**config.mk**
```make
export PLATFORM = sky130hd
export DESIGN_NAME = wb_arbiter2
export DESIGN_NICKNAME = d
export VERILOG_FILES = /design/src/rtl/wb_arbiter2.sv
export SDC_FILE = /design/constraint.sdc
export NUM_CORES = 1
export LEC_CHECK = 0
export ABC_CLOCK_PERIOD_IN_PS = 3800
export CELL_PAD_IN_SITES_DETAIL_PLACEMENT = 1
export CELL_PAD_IN_SITES_GLOBAL_PLACEMENT = 1
export CORE_MARGIN = 10
export CORE_UTILIZATION = 11
export CTS_BUF_LIST = sky130_fd_sc_hd__clkbuf_2
export DETAILED_ROUTE_END_ITERATION = 10
export PLACE_DENSITY_LB_ADDON = 0.1
export RECOVER_POWER = 100
export SETUP_SLACK_MARGIN = 0.2
export SLEW_MARGIN = 20
export SYNTH_ARGS = -nofsm -noshare
export SYNTH_HDL_FRONTEND = slang
export SYNTH_SLANG_ARGS = --single-unit
```
**constraint.sdc**
```tcl
create_clock -name clk -period 3.8 [get_ports clk]
set_input_delay 0.76 -clock clk [delete_from_list [all_inputs] [get_ports clk]]
set_output_delay 0.76 -clock clk [all_outputs]
set_load 0.02 [all_outputs]
```
**src/rtl/wb_arbiter2.sv**
```systemverilog
// ---------------------------------------------------------------------------
// wb_arbiter2
//
// Two-initiator Wishbone classic arbiter. Shares one 30-bit word-addressed,
// 32-bit data target bus between the core (m0) and a secondary initiator (m1).
// Ownership is granted round-robin, registered, and held for the entire
// duration of the winner's cyc. While owned, the request path (adr, sel, we,
// dat_w, stb, cyc) and the response path (ack, dat_r) are combinational
// copies, so no latency is added to a transfer.
//
// Optional watchdog, enabled by defining WB_ARB_WATCHDOG_EN:
//   - A target that leaves s__stb unacknowledged for more than TIMEOUT cycles
//     is cut off.
//   - The owner then receives a one-cycle err pulse.
//   - The bus stays parked until the owner drops cyc.
// Without the macro TIMEOUT has no effect, there is no ABORT state, and
// both err outputs are tied to 0.
//
// Ports
//   clk, rst                   clock, asynchronous active-high reset
//   m0__* / m1__*  (in)        adr[29:0], cyc, stb, we, sel[3:0], dat_w[31:0]
//   m0__* / m1__*  (out)       dat_r[31:0], ack, err
//   s__*           (out)       adr[29:0], cyc, stb, we, sel[3:0], dat_w[31:0]
//   s__dat_r, s__ack (in)      target read data and acknowledge
//   grant[1:0]     (out)       one-hot owner: 01 = m0, 10 = m1, 00 = none
// ---------------------------------------------------------------------------
module wb_arbiter2 #(
   parameter int TIMEOUT = 15
) (
   input  logic        clk,
   input  logic        rst,

   input  logic [29:0] m0__adr,
   input  logic        m0__cyc,
   input  logic        m0__stb,
   input  logic        m0__we,
   input  logic [3:0]  m0__sel,
   input  logic [31:0] m0__dat_w,
   output logic [31:0] m0__dat_r,
   output logic        m0__ack,
   output logic        m0__err,

   input  logic [29:0] m1__adr,
   input  logic        m1__cyc,
   input  logic        m1__stb,
   input  logic        m1__we,
   input  logic [3:0]  m1__sel,
   input  logic [31:0] m1__dat_w,
   output logic [31:0] m1__dat_r,
   output logic        m1__ack,
   output logic        m1__err,

   output logic [29:0] s__adr,
   output logic        s__cyc,
   output logic        s__stb,
   output logic        s__we,
   output logic [3:0]  s__sel,
   output logic [31:0] s__dat_w,
   input  logic [31:0] s__dat_r,
   input  logic        s__ack,

   output logic [1:0]  grant
);

   typedef enum logic [1:0] {
      IDLE  = 2'd0,
      OWN0  = 2'd1,
`ifdef WB_ARB_WATCHDOG_EN
      OWN1  = 2'd2,
      ABORT = 2'd3
`else
      OWN1  = 2'd2
`endif
   } state_t;

   state_t state;

   // Most recently granted initiator (0 = m0, 1 = m1). While a bus is owned
   // (or being aborted) this is also the current owner, because every grant
   // updates it.
   logic last;

`ifdef WB_ARB_WATCHDOG_EN
   localparam int WD_W = $clog2(TIMEOUT + 1);
   logic [WD_W-1:0] wd;
   logic            errPulse;
`endif

   logic ownerCyc;
   logic otherCyc;
   logic idlePick;

   assign ownerCyc = last ? m1__cyc : m0__cyc;
   assign otherCyc = last ? m0__cyc : m1__cyc;
   // On a tie the initiator that was not granted last wins.
   // Otherwise the single requester wins.
   assign idlePick = (m0__cyc && m1__cyc) ? ~last : m1__cyc;

   // Registered arbitration state, priority pointer, grant and watchdog.
   always_ff @(posedge clk or posedge rst) begin
      if (rst) begin
         state <= IDLE;
         last  <= 1'b1;
         grant <= 2'b00;
`ifdef WB_ARB_WATCHDOG_EN
         wd       <= '0;
         errPulse <= 1'b0;
`endif
      end else begin
`ifdef WB_ARB_WATCHDOG_EN
         errPulse <= 1'b0;
`endif
         case (state)
            IDLE: begin
               if (m0__cyc || m1__cyc) begin
                  state <= idlePick ? OWN1 : OWN0;
                  last  <= idlePick;
                  grant <= idlePick ? 2'b10 : 2'b01;
`ifdef WB_ARB_WATCHDOG_EN
                  wd    <= '0;
`endif
               end
            end

            OWN0, OWN1
`ifdef WB_ARB_WATCHDOG_EN
            , ABORT
`endif
            : begin
               // Releasing hands straight over to a waiting initiator, so a
               // released owner can never jump back ahead of the other side.
               if (!ownerCyc) begin
                  if (otherCyc) begin
                     state <= last ? OWN0 : OWN1;
                     last  <= ~last;
                     grant <= last ? 2'b01 : 2'b10;
`ifdef WB_ARB_WATCHDOG_EN
                     wd    <= '0;
`endif
                  end else begin
                     state <= IDLE;
                     grant <= 2'b00;
                  end
               end
`ifdef WB_ARB_WATCHDOG_EN
               else if (state != ABORT) begin
                  // An ack in the cycle the limit is reached still wins.
                  if (s__stb && !s__ack) begin
                     if (wd == WD_W'(TIMEOUT)) begin
                        state    <= ABORT;
                        errPulse <= 1'b1;
                     end else begin
                        wd <= wd + WD_W'(1);
                     end
                  end else begin
                     wd <= '0;
                  end
               end
`endif
            end

            default: begin
               state <= IDLE;
               grant <= 2'b00;
            end
         endcase
      end
   end

   // The bus is routed only while in OWN0/OWN1. IDLE and ABORT leave every
   // target output at 0 and drop any stray ack on the floor.
   always_comb begin
      s__adr    = '0;
      s__cyc    = 1'b0;
      s__stb    = 1'b0;
      s__we     = 1'b0;
      s__sel    = '0;
      s__dat_w  = '0;
      m0__ack   = 1'b0;
      m0__dat_r = '0;
      m1__ack   = 1'b0;
      m1__dat_r = '0;
      if (state == OWN0) begin
         s__adr    = m0__adr;
         s__cyc    = m0__cyc;
         s__stb    = m0__stb;
         s__we     = m0__we;
         s__sel    = m0__sel;
         s__dat_w  = m0__dat_w;
         m0__ack   = s__ack;
         m0__dat_r = s__dat_r;
      end else if (state == OWN1) begin
         s__adr    = m1__adr;
         s__cyc    = m1__cyc;
         s__stb    = m1__stb;
         s__we     = m1__we;
         s__sel    = m1__sel;
         s__dat_w  = m1__dat_w;
         m1__ack   = s__ack;
         m1__dat_r = s__dat_r;
      end
   end

`ifdef WB_ARB_WATCHDOG_EN
   assign m0__err = errPulse & ~last;
   assign m1__err = errPulse &  last;
`else
   assign m0__err = 1'b0;
   assign m1__err = 1'b0;
`endif

endmodule

```
# Word level (Yosys, flattened, before mapping)
# Cells that the tools add are included.
[totals] reg_bits=3 latchBits=0 ramBits=0 mem_bits_ro=0 inputBits=173 out_inout_bits=139 word_cells=46 mem_count=0
[classes] n_addsub=0 n_mul=0 n_div=0 n_lt_le_gt_ge=0 eq_ne=5 shift=0 n_mux=31 bitwise=1 n_reduce_logical=7
[ops] cell="two-way mux 32 bit" n=5
[ops] cell="two-way mux 30 bit" n=2
[ops] cell="two-way mux 1 bit" n=15
[ops] cell="two-way mux 2 bit" n=5
[ops] cell="two-way mux 4 bit" n=2
[ops] cell="inequality test 2 bit, second input constant" n=3
[ops] cell="case mux 2 bit (2 select lines)" n=1
[ops] cell="AND reduction 4 bit" n=1
[ops] cell="equality test 2 x 1 -> 1 bit, second input constant" n=1
[ops] cell="equality test 2 bit, second input constant" n=1
[ops] cell="zero test 2 bit" n=1
[ops] cell="case mux 1 bit (2 select lines)" n=1
[ops] cell="AND reduction 2 bit" n=1
[ops] cell="nonzero test 2 bit" n=1
[ops] cell="OR reduction 2 bit" n=1
[ops] cell="logical AND 1 bit" n=1
[ops] cell="logical OR 1 bit" n=1
[ops] cell="inverter 1 bit" n=1

# Depth between registers and ports, before layout
[depth] depth_word=5 mapped_depth=7

# Worst setup path before layout
# Ideal clock, no wire load.
[synth_path] kind="register to output" startpoint="register state[0]" endpoint="output port s__dat_w[10]" t_arrival_ps=1724 slack_ps=1316 stages_incl_launch_ff=7 cell_sequence="dfrtp_1 -> inv_1 -> ha_1 -> buf_2 -> buf_1 -> nand2_1 -> o21ai_0"
[synth_via] elab_chain_cells=3 elab_cells_between_ends=4
[synth_rtl] element="start, declared" line_no="76" text="state_t state;"
[synth_rtl] element="start signal, assigned" line_no="116" text="state <= idlePick ? OWN1 : OWN0;"
[synth_rtl] element="start signal, assigned" line_no="134" text="state <= last ? OWN0 : OWN1;"
[synth_rtl] element="equality test 2 bit" line_no="192" text="end else if (state == OWN1) begin"
[synth_rtl] element="two-way mux 32 bit" line_no="192"
[synth_rtl] element="two-way mux 32 bit (*)" line_no="183" text="if (state == OWN0) begin"
[synth_rtl] element="end, declared" line_no="58" text="output logic [31:0] s__dat_w,"
# Every way passes the cells marked *; elsewhere a longest branch is shown, timed or not.

# Final worst setup path
[layout_path] startpoint="register state[1]" endpoint="output port m1__dat_r[31]"
[layout_via] elab_chain_cells=3 elab_cells_between_ends=4
[layout_rtl] element="equality test 2 bit" line_no="192"
[layout_rtl] element="two-way mux 32 bit" line_no="192"
[layout_rtl] element="two-way mux 32 bit (*)" line_no="183"
[layout_rtl] element="end, declared" line_no="49" text="output logic [31:0] m1__dat_r,"
# Marks and branches as above.

==> results.sh <==
export IMPL_status="complete, no violations"
export IMPL_crit_start="state[1]$_DFFE_PP0P_"
export IMPL_final_hold_violation_count=0
export IMPL_reg2reg_from="state[0]$_DFFE_PP0P_"
export IMPL_die_area_mm2=0.02083
export IMPL_cp_end_kind="primary output"
export IMPL_p_seq_frac=0.031
export IMPL_antenna_found_initial=0
export IMPL_synth_cells=327
export IMPL_swShare=0.5463
export IMPL_dr_first_iter_drc_count=99
export IMPL_syn_cell_area_mm2=0.001700
export IMPL_cts_path_max_buffers=2
export IMPL_core_mm2=0.01520
export IMPL_rr_endpoint="state[1]$_DFFE_PP0P_"
export IMPL_final_area_mm2=0.004955
export IMPL_clkLatencyLatePin_ns=0.20
export IMPL_wl_um=14640
export IMPL_min_period_ns=3.310
export IMPL_grt_overflow_total=0
export IMPL_initial_core_util=0.1119
export IMPL_fp_dieH_um=144.3
export IMPL_fin_skew_ns=0.001303
export IMPL_cts_root_buf="clkbuf_2"
export IMPL_yosysWarnings=0
export IMPL_track_usage=0.1244
export IMPL_place_area_mm2=0.004949
export IMPL_cts_clk_slew_worst_paths_ns=0.04
export IMPL_crit_type="register to primary output"
export IMPL_ctsHtreeMaxLevel=1
export IMPL_fmax_mhz=302.1
export IMPL_synth_avg_cell_area_um2=5.200
export IMPL_areaGrowthSynthToFinish_pct=191.4
export IMPL_ctsResizeCount=0
export IMPL_p_clk_frac=0.019
export IMPL_rsz0062_at_grt="false"
export IMPL_ant_nets=0
export IMPL_hpwl_um=12780
export IMPL_tritoncts="built"
export IMPL_p_per_area_mw_per_mm2=466.2
export IMPL_finalSetupTns_ns=0
export IMPL_worst_pin_slew_ns=0.6765
export IMPL_setup_slack_ns=0.4899
export IMPL_r2r_setup_slack_ns=2.03
export IMPL_top_level_ports=312
export IMPL_required_ns=3.04
export IMPL_startpoint_type="register"
export IMPL_route_vias_total=3239
export IMPL_cp_data_arrival_time_ns=2.55
export IMPL_ff2ff_path_depth=5
export IMPL_ys_types=26
export IMPL_drc=0
export IMPL_switchingPower_w=0.001262
export IMPL_rows=45
export IMPL_grt_max_degree=82
export IMPL_slew_headroom=0.5490
export IMPL_finalSetupViolCount=0
export IMPL_synth_seq_cells=3
export IMPL_finalCritPeriodShare=0.8711
export IMPL_port_buffer_count=309
export IMPL_dr_pass1_iters=4
export IMPL_cts_setup_buffers=0
export IMPL_combinationalPowerShare=0.950
export IMPL_internal_power_w=0.001048
export IMPL_grt_pass1_wl_um=20360
export IMPL_fp_dieW_um=144.3
export IMPL_fin_nets=793
export IMPL_cp_endpoint="m1__dat_r[31]"
export IMPL_drv_cap=0
export IMPL_pre_cts_slack_ns=0.6899
export IMPL_worstPathMaxFanout=38
export IMPL_slew_viol_final=0
export IMPL_hold_path_class="register to register"
export IMPL_cts_made_buffers=3
export IMPL_p_leak_nw=2.042
export IMPL_hold_buffers=0
export IMPL_clock_sinks=3
export IMPL_antennaDiodeCount=0
export IMPL_gp_congestion=0.7478
export IMPL_drive_gt1_frac=0.02602
export IMPL_ir_drop_mv=0.1401
export IMPL_yosysSeqAreaShare=0.04489
export IMPL_timing_hold_ws_ns=0.5974
export IMPL_wire_per_inst_um=18.23
export IMPL_via_per_inst=4.034
export IMPL_grt_pass1_vias=3320
[worst min-delay path by stage]
stage,to,cells past startpoint,from,slack (ns)
after floorplan,state[0]$_DFFE_PP0P_,1,rst,0.51
after global placement,last$_DFFE_PP1P_,2,last$_DFFE_PP1P_,0.59
after detailed placement,last$_DFFE_PP1P_,2,last$_DFFE_PP1P_,0.60
after CTS,last$_DFFE_PP1P_,2,last$_DFFE_PP1P_,0.61
after global routing,last$_DFFE_PP1P_,2,last$_DFFE_PP1P_,0.63
final,last$_DFFE_PP1P_,2,last$_DFFE_PP1P_,0.60
[cells by family (layout without fill, tap and decap cells)]
group / Yosys count / in the layout / synth area share
AO/OA/AOI/OAI: 78 / 78 / 0.2568
buffers and inverters: 38 / 325 / 0.1074
adder cells (fa/ha/maj): 4 / 4 / 0.02943
other: 1 / 2 / 0.002205
flip-flops: 3 / 3 / 0.04489
AND/OR/NAND/NOR: 202 / 202 / 0.5504
multiplexers: 1 / 1 / 0.008827
[per-stage QoR]
stage | utilization | cells | power [W]
floorplan | - | 328 | 0.001233
global placement | 0.3255 | 799 | 0.002433
detailed placement | 0.3255 | 799 | 0.002454
CTS | 0.3268 | 803 | 0.002508
global route | 0.3259 | 803 | 0.002507
finish | 0.3259 | 803 | 0.002310
[power by group through the flow]
stage	Sequential [W]	Combinational [W]	Clock, W
after detailed placement	0.0000744	0.00238	0
after CTS	0.0000742	0.00239	0.0000461
after global placement	0.0000724	0.00236	0
final	0.0000720	0.00219	0.0000432
after global routing	0.0000753	0.00238	0.0000479
after floorplan	0.0000756	0.00116	0
[synthesized netlist by cell type]
master / instances / area share
inv_1: 5 / 0.011
and2b_2: 1 / 0.0052
nor2_1: 2 / 0.0044
nor2b_2: 1 / 0.0052
a2bb2oi_1: 1 / 0.0052
buf_2: 6 / 0.018
and2_1: 66 / 0.24
buf_4: 4 / 0.018
buf_1: 2 / 0.0044
nand2_1: 131 / 0.29
ha_1: 4 / 0.029
a22o_1: 7 / 0.036
a21oi_1: 1 / 0.0029
a31oi_1: 1 / 0.0037
clkbuf_1: 17 / 0.038
o22ai_1: 1 / 0.0037
conb_1: 1 / 0.0022
buf_6: 2 / 0.013
o2bb2ai_1: 1 / 0.0052
clkbuf_2: 2 / 0.0059
mux2_4: 1 / 0.0088
dfstp_2: 1 / 0.015
o21ai_0: 64 / 0.19
nand2b_1: 1 / 0.0037
dfrtp_1: 2 / 0.029
a32o_1: 2 / 0.012
[worst max-delay path: stages, from the launching register on]
cell and delay (ns):
dfrtp_1 0.41, inv_1 0.11, ha_4 0.29, nor2b_2 0.13
clkbuf_2 0.54, and2_1 0.21, clkdlybuf4s50_1 0.64
[cells in the final DEF (no fill, tap or decap), types with 2 or more instances in the layout]
master	netlist	final
and2_1	66	66
clkdlybuf4s50_1	0	213
ha_1	4	2
a32o_1	2	2
dlygate4sd3_1	0	96
buf_4	4	2
o21ai_0	64	64
nand2_1	131	131
a22o_1	7	7
clkbuf_2	2	8
conb_1	1	2
inv_1	5	5
nor2_1	2	2
dfrtp_1	2	2
[routing by layer]
| layer | global-route usage | routed length [µm] | vias to the layer above |
|---|---|---|---|
| li1 | - | - | 1615 |
| met1 | 0.1197 | 4920 | 1462 |
| met2 | 0.2503 | 8045 | 160 |
| met3 | 0.04821 | 1644 | 2 |
| met4 | 0.009043 | 28 | 0 |
| met5 | 0 | 0 | - |
[sequential cells by signal, indices dropped and copies added (netlist names)]
| name | count |
|---|---|
| state | 2 |
| last | 1 |
[final cells by class]
type / instances / area (µm²)
Tap cell: 188 / 235.2
Clock buffer: 4 / 20.02
Timing Repair Buffer: 316 / 3148
Inverter: 5 / 18.77
Multi-Input combinational cell: 287 / 1456
Sequential cell: 3 / 76.32
Fill cell: 1894 / 10250
Power figures use the tool's default switching activity.
